<file path="src/rtl/regression_pkg.sv">
// Shared types and sizing for the regression residual stage.
package regression_pkg;

   localparam int DW_DEF   = 20;
   localparam int FRAC_DEF = 10;
   localparam int AW_DEF   = 8;
   localparam int N_DEF    = 150;

   // Residual width: a full 2*DW product plus one bit of headroom for the subtract
   localparam int EW   = 2*DW_DEF + 1;
   // Accumulator width: residual width plus enough bits to sum 2^AW residuals
   localparam int SAEW = EW + AW_DEF;

   typedef enum logic [2:0] {
      IDLE,
      READ,
      LATCH,
      OUT,
      DONE
   } state_t;

   function automatic int ew_of(input int dw);
      return 2*dw + 1;
   endfunction

   function automatic int saew_of(input int dw, input int aw);
      return 2*dw + 1 + aw;
   endfunction

endpackage

</file>
<file path="src/rtl/regression_error_unit_if.sv">
// Sample-memory read port plus the residual valid/ready stream.
interface regression_error_unit_if #(
   parameter int DW = 20,
   parameter int AW = 8
);
   localparam int EW = 2*DW + 1;

   logic                 rd_en;
   logic [AW-1:0]        rd_addr;
   logic signed [DW-1:0] x_in;
   logic signed [DW-1:0] y_in;
   logic signed [EW-1:0] err;
   logic [AW-1:0]        err_idx;
   logic                 err_valid;
   logic                 err_ready;

   // master: the error unit (reads memory, produces residuals)
   modport master (
      output rd_en, rd_addr, err, err_idx, err_valid,
      input  x_in, y_in, err_ready
   );

   // slave: the memory and the residual consumer
   modport slave (
      input  rd_en, rd_addr, err, err_idx, err_valid,
      output x_in, y_in, err_ready
   );
endinterface

</file>
<file path="src/rtl/residual_datapath.sv">
// Coefficient hold, residual compute and SAE accumulation, driven by FSM strobes.
module residual_datapath
   import regression_pkg::*;
#(
   parameter int DW   = DW_DEF,
   parameter int FRAC = FRAC_DEF,
   parameter int AW   = AW_DEF,
   localparam int EWL   = 2*DW + 1,
   localparam int SAEWL = 2*DW + 1 + AW
) (
   input  logic                    clk,
   input  logic                    rst,
   input  logic                    load,     // accepted start: latch coefficients, clear
   input  logic                    compute,  // sample data present on x_in/y_in
   input  logic                    accum,    // residual handshake
   input  logic signed [DW-1:0]    b0_in,
   input  logic signed [DW-1:0]    b1_in,
   input  logic signed [DW-1:0]    x_in,
   input  logic signed [DW-1:0]    y_in,
   output logic signed [EWL-1:0]   err,
   output logic [SAEWL-1:0]        sae
);

   logic signed [DW-1:0]    b0_q, b1_q;
   logic signed [2*DW-1:0]  b1_ext, x_ext, prod, scaled;
   logic signed [EWL-1:0]   b0_ext, y_ext, scl_ext, res;
   logic [EWL-1:0]          mag;

   // Operands widened up front so the product is the exact 2*DW result
   assign b1_ext  = {{DW{b1_q[DW-1]}}, b1_q};
   assign x_ext   = {{DW{x_in[DW-1]}}, x_in};
   assign prod    = b1_ext * x_ext;
   assign scaled  = prod >>> FRAC;
   assign b0_ext  = {{(EWL-DW){b0_q[DW-1]}}, b0_q};
   assign y_ext   = {{(EWL-DW){y_in[DW-1]}}, y_in};
   assign scl_ext = {scaled[2*DW-1], scaled};
   assign res     = y_ext - (b0_ext + scl_ext);

   // Most-negative err cannot be reached, so plain negation is a safe magnitude
   assign mag = err[EWL-1] ? EWL'(-err) : EWL'(err);

   // Coefficients are frozen for the whole run once start is accepted
   always_ff @(posedge clk) begin
      if (rst) begin
         b0_q <= '0;
         b1_q <= '0;
      end else if (load) begin
         b0_q <= b0_in;
         b1_q <= b1_in;
      end
   end

   // Residual register: held steady while the consumer stalls
   always_ff @(posedge clk) begin
      if (rst || load) err <= '0;
      else if (compute) err <= res;
   end

   // Sum of |err| over accepted residuals only
   always_ff @(posedge clk) begin
      if (rst || load) sae <= '0;
      else if (accum) sae <= sae + {{AW{1'b0}}, mag};
   end

endmodule

</file>
<file path="src/rtl/regression_error_unit.sv">
// Rescans sample memory with final B0/B1 and streams residuals plus running SAE.
module regression_error_unit
   import regression_pkg::*;
#(
   parameter int DW        = DW_DEF,
   parameter int FRAC      = FRAC_DEF,
   parameter int N_SAMPLES = N_DEF,
   parameter int AW        = AW_DEF,
   localparam int SAEWL    = 2*DW + 1 + AW
) (
   input  logic                  clk,
   input  logic                  rst,
   input  logic                  start,
   input  logic signed [DW-1:0]  B0,
   input  logic signed [DW-1:0]  B1,
   regression_error_unit_if.master bus,
   output logic [SAEWL-1:0]      sae,
   output logic                  busy,
   output logic                  done
);

   state_t        state, state_nx;
   logic [AW-1:0] idx;
   logic          load, compute, accum, last;

   assign last         = (idx == AW'(N_SAMPLES - 1));
   assign bus.rd_addr  = bus.rd_en ? idx : '0;
   assign bus.err_idx  = idx;

   // State register
   always_ff @(posedge clk) begin
      if (rst) state <= IDLE;
      else     state <= state_nx;
   end

   // Sample index: cleared on start, advanced on every non-final handshake
   always_ff @(posedge clk) begin
      if (rst || load)        idx <= '0;
      else if (accum && !last) idx <= idx + 1'b1;
   end

   // Next state, handshake outputs and datapath strobes
   always_comb begin
      state_nx      = state;
      busy          = 1'b1;
      done          = 1'b0;
      bus.rd_en     = 1'b0;
      bus.err_valid = 1'b0;
      load          = 1'b0;
      compute       = 1'b0;
      accum         = 1'b0;
      case (state)
         IDLE: begin
            busy = 1'b0;
            if (start) begin
               load     = 1'b1;
               state_nx = READ;
            end
         end
         READ: begin
            bus.rd_en = 1'b1;
            state_nx  = LATCH;
         end
         LATCH: begin
            compute  = 1'b1;
            state_nx = OUT;
         end
         OUT: begin
            bus.err_valid = 1'b1;
            if (bus.err_ready) begin
               accum    = 1'b1;
               state_nx = last ? DONE : READ;
            end
         end
         DONE: begin
            done     = 1'b1;
            state_nx = IDLE;
         end
         default: state_nx = IDLE;
      endcase
   end

   residual_datapath #(
      .DW   (DW),
      .FRAC (FRAC),
      .AW   (AW)
   ) u_dp (
      .clk     (clk),
      .rst     (rst),
      .load    (load),
      .compute (compute),
      .accum   (accum),
      .b0_in   (B0),
      .b1_in   (B1),
      .x_in    (bus.x_in),
      .y_in    (bus.y_in),
      .err     (bus.err),
      .sae     (sae)
   );

endmodule

</file>
<file path="src/flat_wrapper.sv">
// flat-port wrapper written by rule: the top's interface ports become plain ports
module regression_error_unit_flat import regression_pkg::*;
#(
   parameter int DW        = DW_DEF,
   parameter int FRAC      = FRAC_DEF,
   parameter int N_SAMPLES = N_DEF,
   parameter int AW        = AW_DEF,
   localparam int SAEWL    = 2*DW + 1 + AW
)
  (clk, rst, start, B0, B1, sae, busy, done, bus_rd_en, bus_rd_addr, bus_err, bus_err_idx, bus_err_valid, bus_x_in, bus_y_in, bus_err_ready);
  regression_error_unit_if #(.DW(DW), .AW(AW)) bus_i ();
  input  logic clk;
  input  logic rst;
  input  logic start;
  input  logic signed [DW-1:0] B0;
  input  logic signed [DW-1:0] B1;
  output logic [SAEWL-1:0] sae;
  output logic busy;
  output logic done;
  output wire logic [$bits(bus_i.rd_en)-1:0] bus_rd_en;
  output wire logic [$bits(bus_i.rd_addr)-1:0] bus_rd_addr;
  output wire logic [$bits(bus_i.err)-1:0] bus_err;
  output wire logic [$bits(bus_i.err_idx)-1:0] bus_err_idx;
  output wire logic [$bits(bus_i.err_valid)-1:0] bus_err_valid;
  input wire logic [$bits(bus_i.x_in)-1:0] bus_x_in;
  input wire logic [$bits(bus_i.y_in)-1:0] bus_y_in;
  input wire logic [$bits(bus_i.err_ready)-1:0] bus_err_ready;
  assign bus_rd_en = bus_i.rd_en;
  assign bus_rd_addr = bus_i.rd_addr;
  assign bus_err = bus_i.err;
  assign bus_err_idx = bus_i.err_idx;
  assign bus_err_valid = bus_i.err_valid;
  assign bus_i.x_in = bus_x_in;
  assign bus_i.y_in = bus_y_in;
  assign bus_i.err_ready = bus_err_ready;
  regression_error_unit #(.DW(DW), .FRAC(FRAC), .N_SAMPLES(N_SAMPLES), .AW(AW)) u_core (.clk(clk), .rst(rst), .start(start), .B0(B0), .B1(B1), .bus(bus_i), .sae(sae), .busy(busy), .done(done));
endmodule
</file>
<file path="config.mk">
export PLATFORM = sky130hd
export DESIGN_NAME = regression_error_unit_flat
export DESIGN_NICKNAME = d
export VERILOG_FILES = /design/src/rtl/regression_pkg.sv /design/src/rtl/regression_error_unit_if.sv /design/src/rtl/residual_datapath.sv /design/src/rtl/regression_error_unit.sv /design/src/flat_wrapper.sv
export SDC_FILE = /design/constraint.sdc
export NUM_CORES = 2
export LEC_CHECK = 0
export CORE_MARGIN = 2
export CORE_UTILIZATION = 30
export DETAILED_ROUTE_END_ITERATION = 10
export SKIP_CTS_REPAIR_TIMING = 1
export SYNTH_ARGS = -nofsm -noshare
export SYNTH_HDL_FRONTEND = slang
export SYNTH_SLANG_ARGS = --single-unit
</file>
<file path="constraint.sdc">
create_clock -name clk -period 15.6 [get_ports clk]
set_input_delay 3.9 -clock clk [delete_from_list [all_inputs] [get_ports clk]]
set_output_delay 3.9 -clock clk [all_outputs]
set_load 0.01 [all_outputs]
</file>
==> flow_summary.yaml <==
status:
  outcome: "finished clean"
place:
  place_hpwl_um: 57600
  port-buffer-count: 193
  placed_cell_area_um2: 27900
  placed_cells: 4087
  gp_congestion: 0.910
setup_path:
  slowest_stage: "clkdlybuf4s50_1"
  r2r_end: "u_core.u_dp.err[39]"
  endpoint_kind: "flip-flop"
  path_common_cell: "fa_1"
  path_class: "input pin to flip-flop"
  r2r-start: "u_core.u_dp.b1_q[9]"
  cp.arrival_ns: 13.67
  reg2reg_setup_slack_ns: 5.78
  cp_slowest_stage_delay_ns: 0.84
  cp_max_fo: 20
  r2r_cells: 30
  setup.worst_path.start_class: "input pin"
  required_ns: 16.00
global_route:
  grt_remaining_overflow: 0
  grt_max_degree: 47
  track_usage_pct: 16.7
  grt_pass1_vias: 19800
  antenna_found_initial: 2
  grt_pass1_wl_um: 112000
clock_network:
  cts_tree: "built"
  htreeDepth: 4
  clk_latency_ns: 0.50
  cts_sinks: 132
  cts_buffers: 17
  cts.reportedPaths.clkPinSlew_ns: 0.07
  cts-root-buf: "clkbuf_16"
  clockBufferDepth: 2
final_layout:
  postLayoutCoreUtil_pct: 34.2
  finalNonFillerCells: 4119
  drive_above_1_share_pct: 2.96
  num_antenna_cells: 0
  syn_to_final_growth_pct: 13.4
  design_area_um2: 28500
  finalNetCount: 3741
yosys:
  synth_top_area_share_pct: 35.9
  yosysWarnings: 0
  yosys-top-cells-area: "fa_1, dfxtp_1, ha_1, inv_1, and2_1"
  synth_enable_flop_cells: 0
  seq_area_frac_synth_pct: 10.5
  synth_top_cell_by_area: "fa_1"
  synth_flop_cell: "dfxtp_1"
  ys_types: 80
  synth_area_per_cell_um2: 8.58
  ys_async_sr_fraction_pct: 0
  synthCells: 2930
  syn-cell-area_um2: 25100
  yosys_register_bits: 132
job:
  cap_violations: 0
detailed_routing:
  wirelength_um: 70400
  drtPass1Iterations: 5
  drt-wirelength-per-cell_um: 17.1
  vias: 19500
  antenna_left: 0
  drt_iter0_markers: 1137
  via_per_inst: 4.73
  top_layer: "met5"
  route.met2.wl_um: 30300
  wl_met1_um: 34200
  route.met3.wl_um: 4890
  drc: 0
hold_path:
  worstHoldPathCells: 2
  min_to: "u_core.u_dp.b0_q[18]"
  hold_class: "flip-flop to flip-flop"
  hp-start: "u_core.u_dp.b0_q[18]"
die:
  die_area_um2: 86100
  die_h_um: 293
  core.rowCount: 106
  start_util_pct: 30.2
  die_x_um: 293
  core-area_um2: 83300
  ios: 194
timing:
  fmax_ghz: 0.0753
  period_share_pct: 85.1
  rsz0062_at_grt: "no"
  final-setup-viol-count: 0
  final_max_slew_viol_count: 0
  worstMarginPinSlew_ns: 1.06
  finClkSkew_ns: 0.0194
  hold_viol: 0
  relSlewSlack_pct: 29.1
  period_needed_ns: 13.27
  fin_setup_tns_ns: 0
[metal layers]
layer / up-vias / global-route usage, %
met5: - / 0
met4: 4 / 3.11
met3: 53 / 4.08
met2: 504 / 25.6
met1: 9560 / 24.0
li1: 9347 / -
[worst max-delay path: cells and delay by family]
family | cells | cell delay [ns]
adders and majority gates | 10 | 4.83
buffers and inverters | 6 | 1.09
AOI/OAI and AO/OA | 12 | 3.14
and+or+nand+nor | 2 | 0.48
xor gates and xnor gates | 1 | 0.20
[registers in the layout, summed over array words and instances, names as in the netlist]
name,cells
u_core.u_dp.sae,49
u_core.u_dp.err,32
u_core.u_dp.b0_q,20
u_core.u_dp.b1_q,20
u_core.bus.err_idx,8
u_core.state,3
[final cells by class]
| type | instances | area [um2] |
|---|---|---|
| fillers | 8667 | 54800 |
| multi-input cells | 2102 | 19800 |
| clock inverters | 13 | 100 |
| well taps | 1080 | 1350 |
| repair buffers | 213 | 2080 |
| clock buffers | 19 | 453 |
| inverters | 560 | 2100 |
| flip-flops and latches | 132 | 2640 |
[layout by cell type, fill, tap and decap left out, types with 6 or more instances in the layout]
| master | instances |
|---|---|
| inv_1 | 559 |
| fa_1 | 450 |
| nand2_1 | 385 |
| and2_1 | 233 |
| clkdlybuf4s50_1 | 192 |
| ha_1 | 181 |
| a21oi_1 | 168 |
| dfxtp_1 | 132 |
| xnor2_1 | 87 |
| nor2_1 | 76 |
| o21ai_0 | 74 |
| a21o_1 | 49 |
| xor2_1 | 45 |
| nand3_1 | 36 |
| nand4_1 | 25 |
| nor3_1 | 24 |
| a211oi_1 | 23 |
| buf_4 | 20 |
| a31oi_1 | 17 |
| clkbuf_16 | 17 |
| o21a_1 | 16 |
| nand2b_1 | 15 |
| o31ai_1 | 13 |
| o211ai_1 | 13 |
| o21bai_1 | 12 |
| and3_1 | 11 |
| or4_1 | 10 |
| nor2b_1 | 9 |
| conb_1 | 9 |
| nor4_1 | 8 |
| o41ai_1 | 8 |
| and4_1 | 7 |
| nand4b_1 | 7 |
| a211o_1 | 6 |
[logic make-up after synthesis]
family / synth area share, %
XOR/XNOR: 4.60
adder cells (fa/ha/maj): 44.9
flip-flops: 10.5
AO/OA/AOI/OAI: 11.6
multiplexers: 0.120
buffers and inverters: 10.9
AND/OR/NAND/NOR: 17.3
other: 0.0149
[synthesized netlist by cell type, types with 6 or more instances]
library cell,n
and2_1,234
a21o_1,49
a211o_1,6
inv_1,559
a211oi_1,23
and4_1,7
ha_1,181
clkbuf_1,122
o31ai_1,13
and3_1,11
nor2_1,77
a31oi_1,17
nor4_1,8
nand4b_1,7
o211ai_1,13
or4_1,10
o41ai_1,8
nor2b_1,9
buf_4,9
nand2b_1,16
xnor2_1,87
nand4_1,25
o21ai_0,74
a21oi_1,168
fa_1,450
xor2_1,45
o21bai_1,12
nand3_1,36
nand2_1,386
nor3_1,24
o21a_1,16
dfxtp_1,132
[worst max path at each step]
stage                                     end   startpoint
final                     u_core.u_dp.err[39]  bus_x_in[2]
after floorplan           u_core.u_dp.err[30]  bus_x_in[2]
after detailed placement  u_core.u_dp.err[39]  bus_x_in[2]
after global placement    u_core.u_dp.err[29]  bus_x_in[2]
after CTS                 u_core.u_dp.err[39]  bus_x_in[2]
after global routing      u_core.u_dp.err[29]  bus_x_in[2]
[stage by stage]
step | hold WS [ns] | worst slack [ns]
floorplan | 0.436 | 3.38
global placement | 0.448 | 1.97
detailed placement | 0.449 | 1.88
CTS | 0.459 | 2.37
global route | 0.482 | 1.74
finish | 0.456 | 2.33
Power is left out: the tool's default activity adds up to more than one toggle a clock period on the data nets, which glitch-free logic cannot reach.
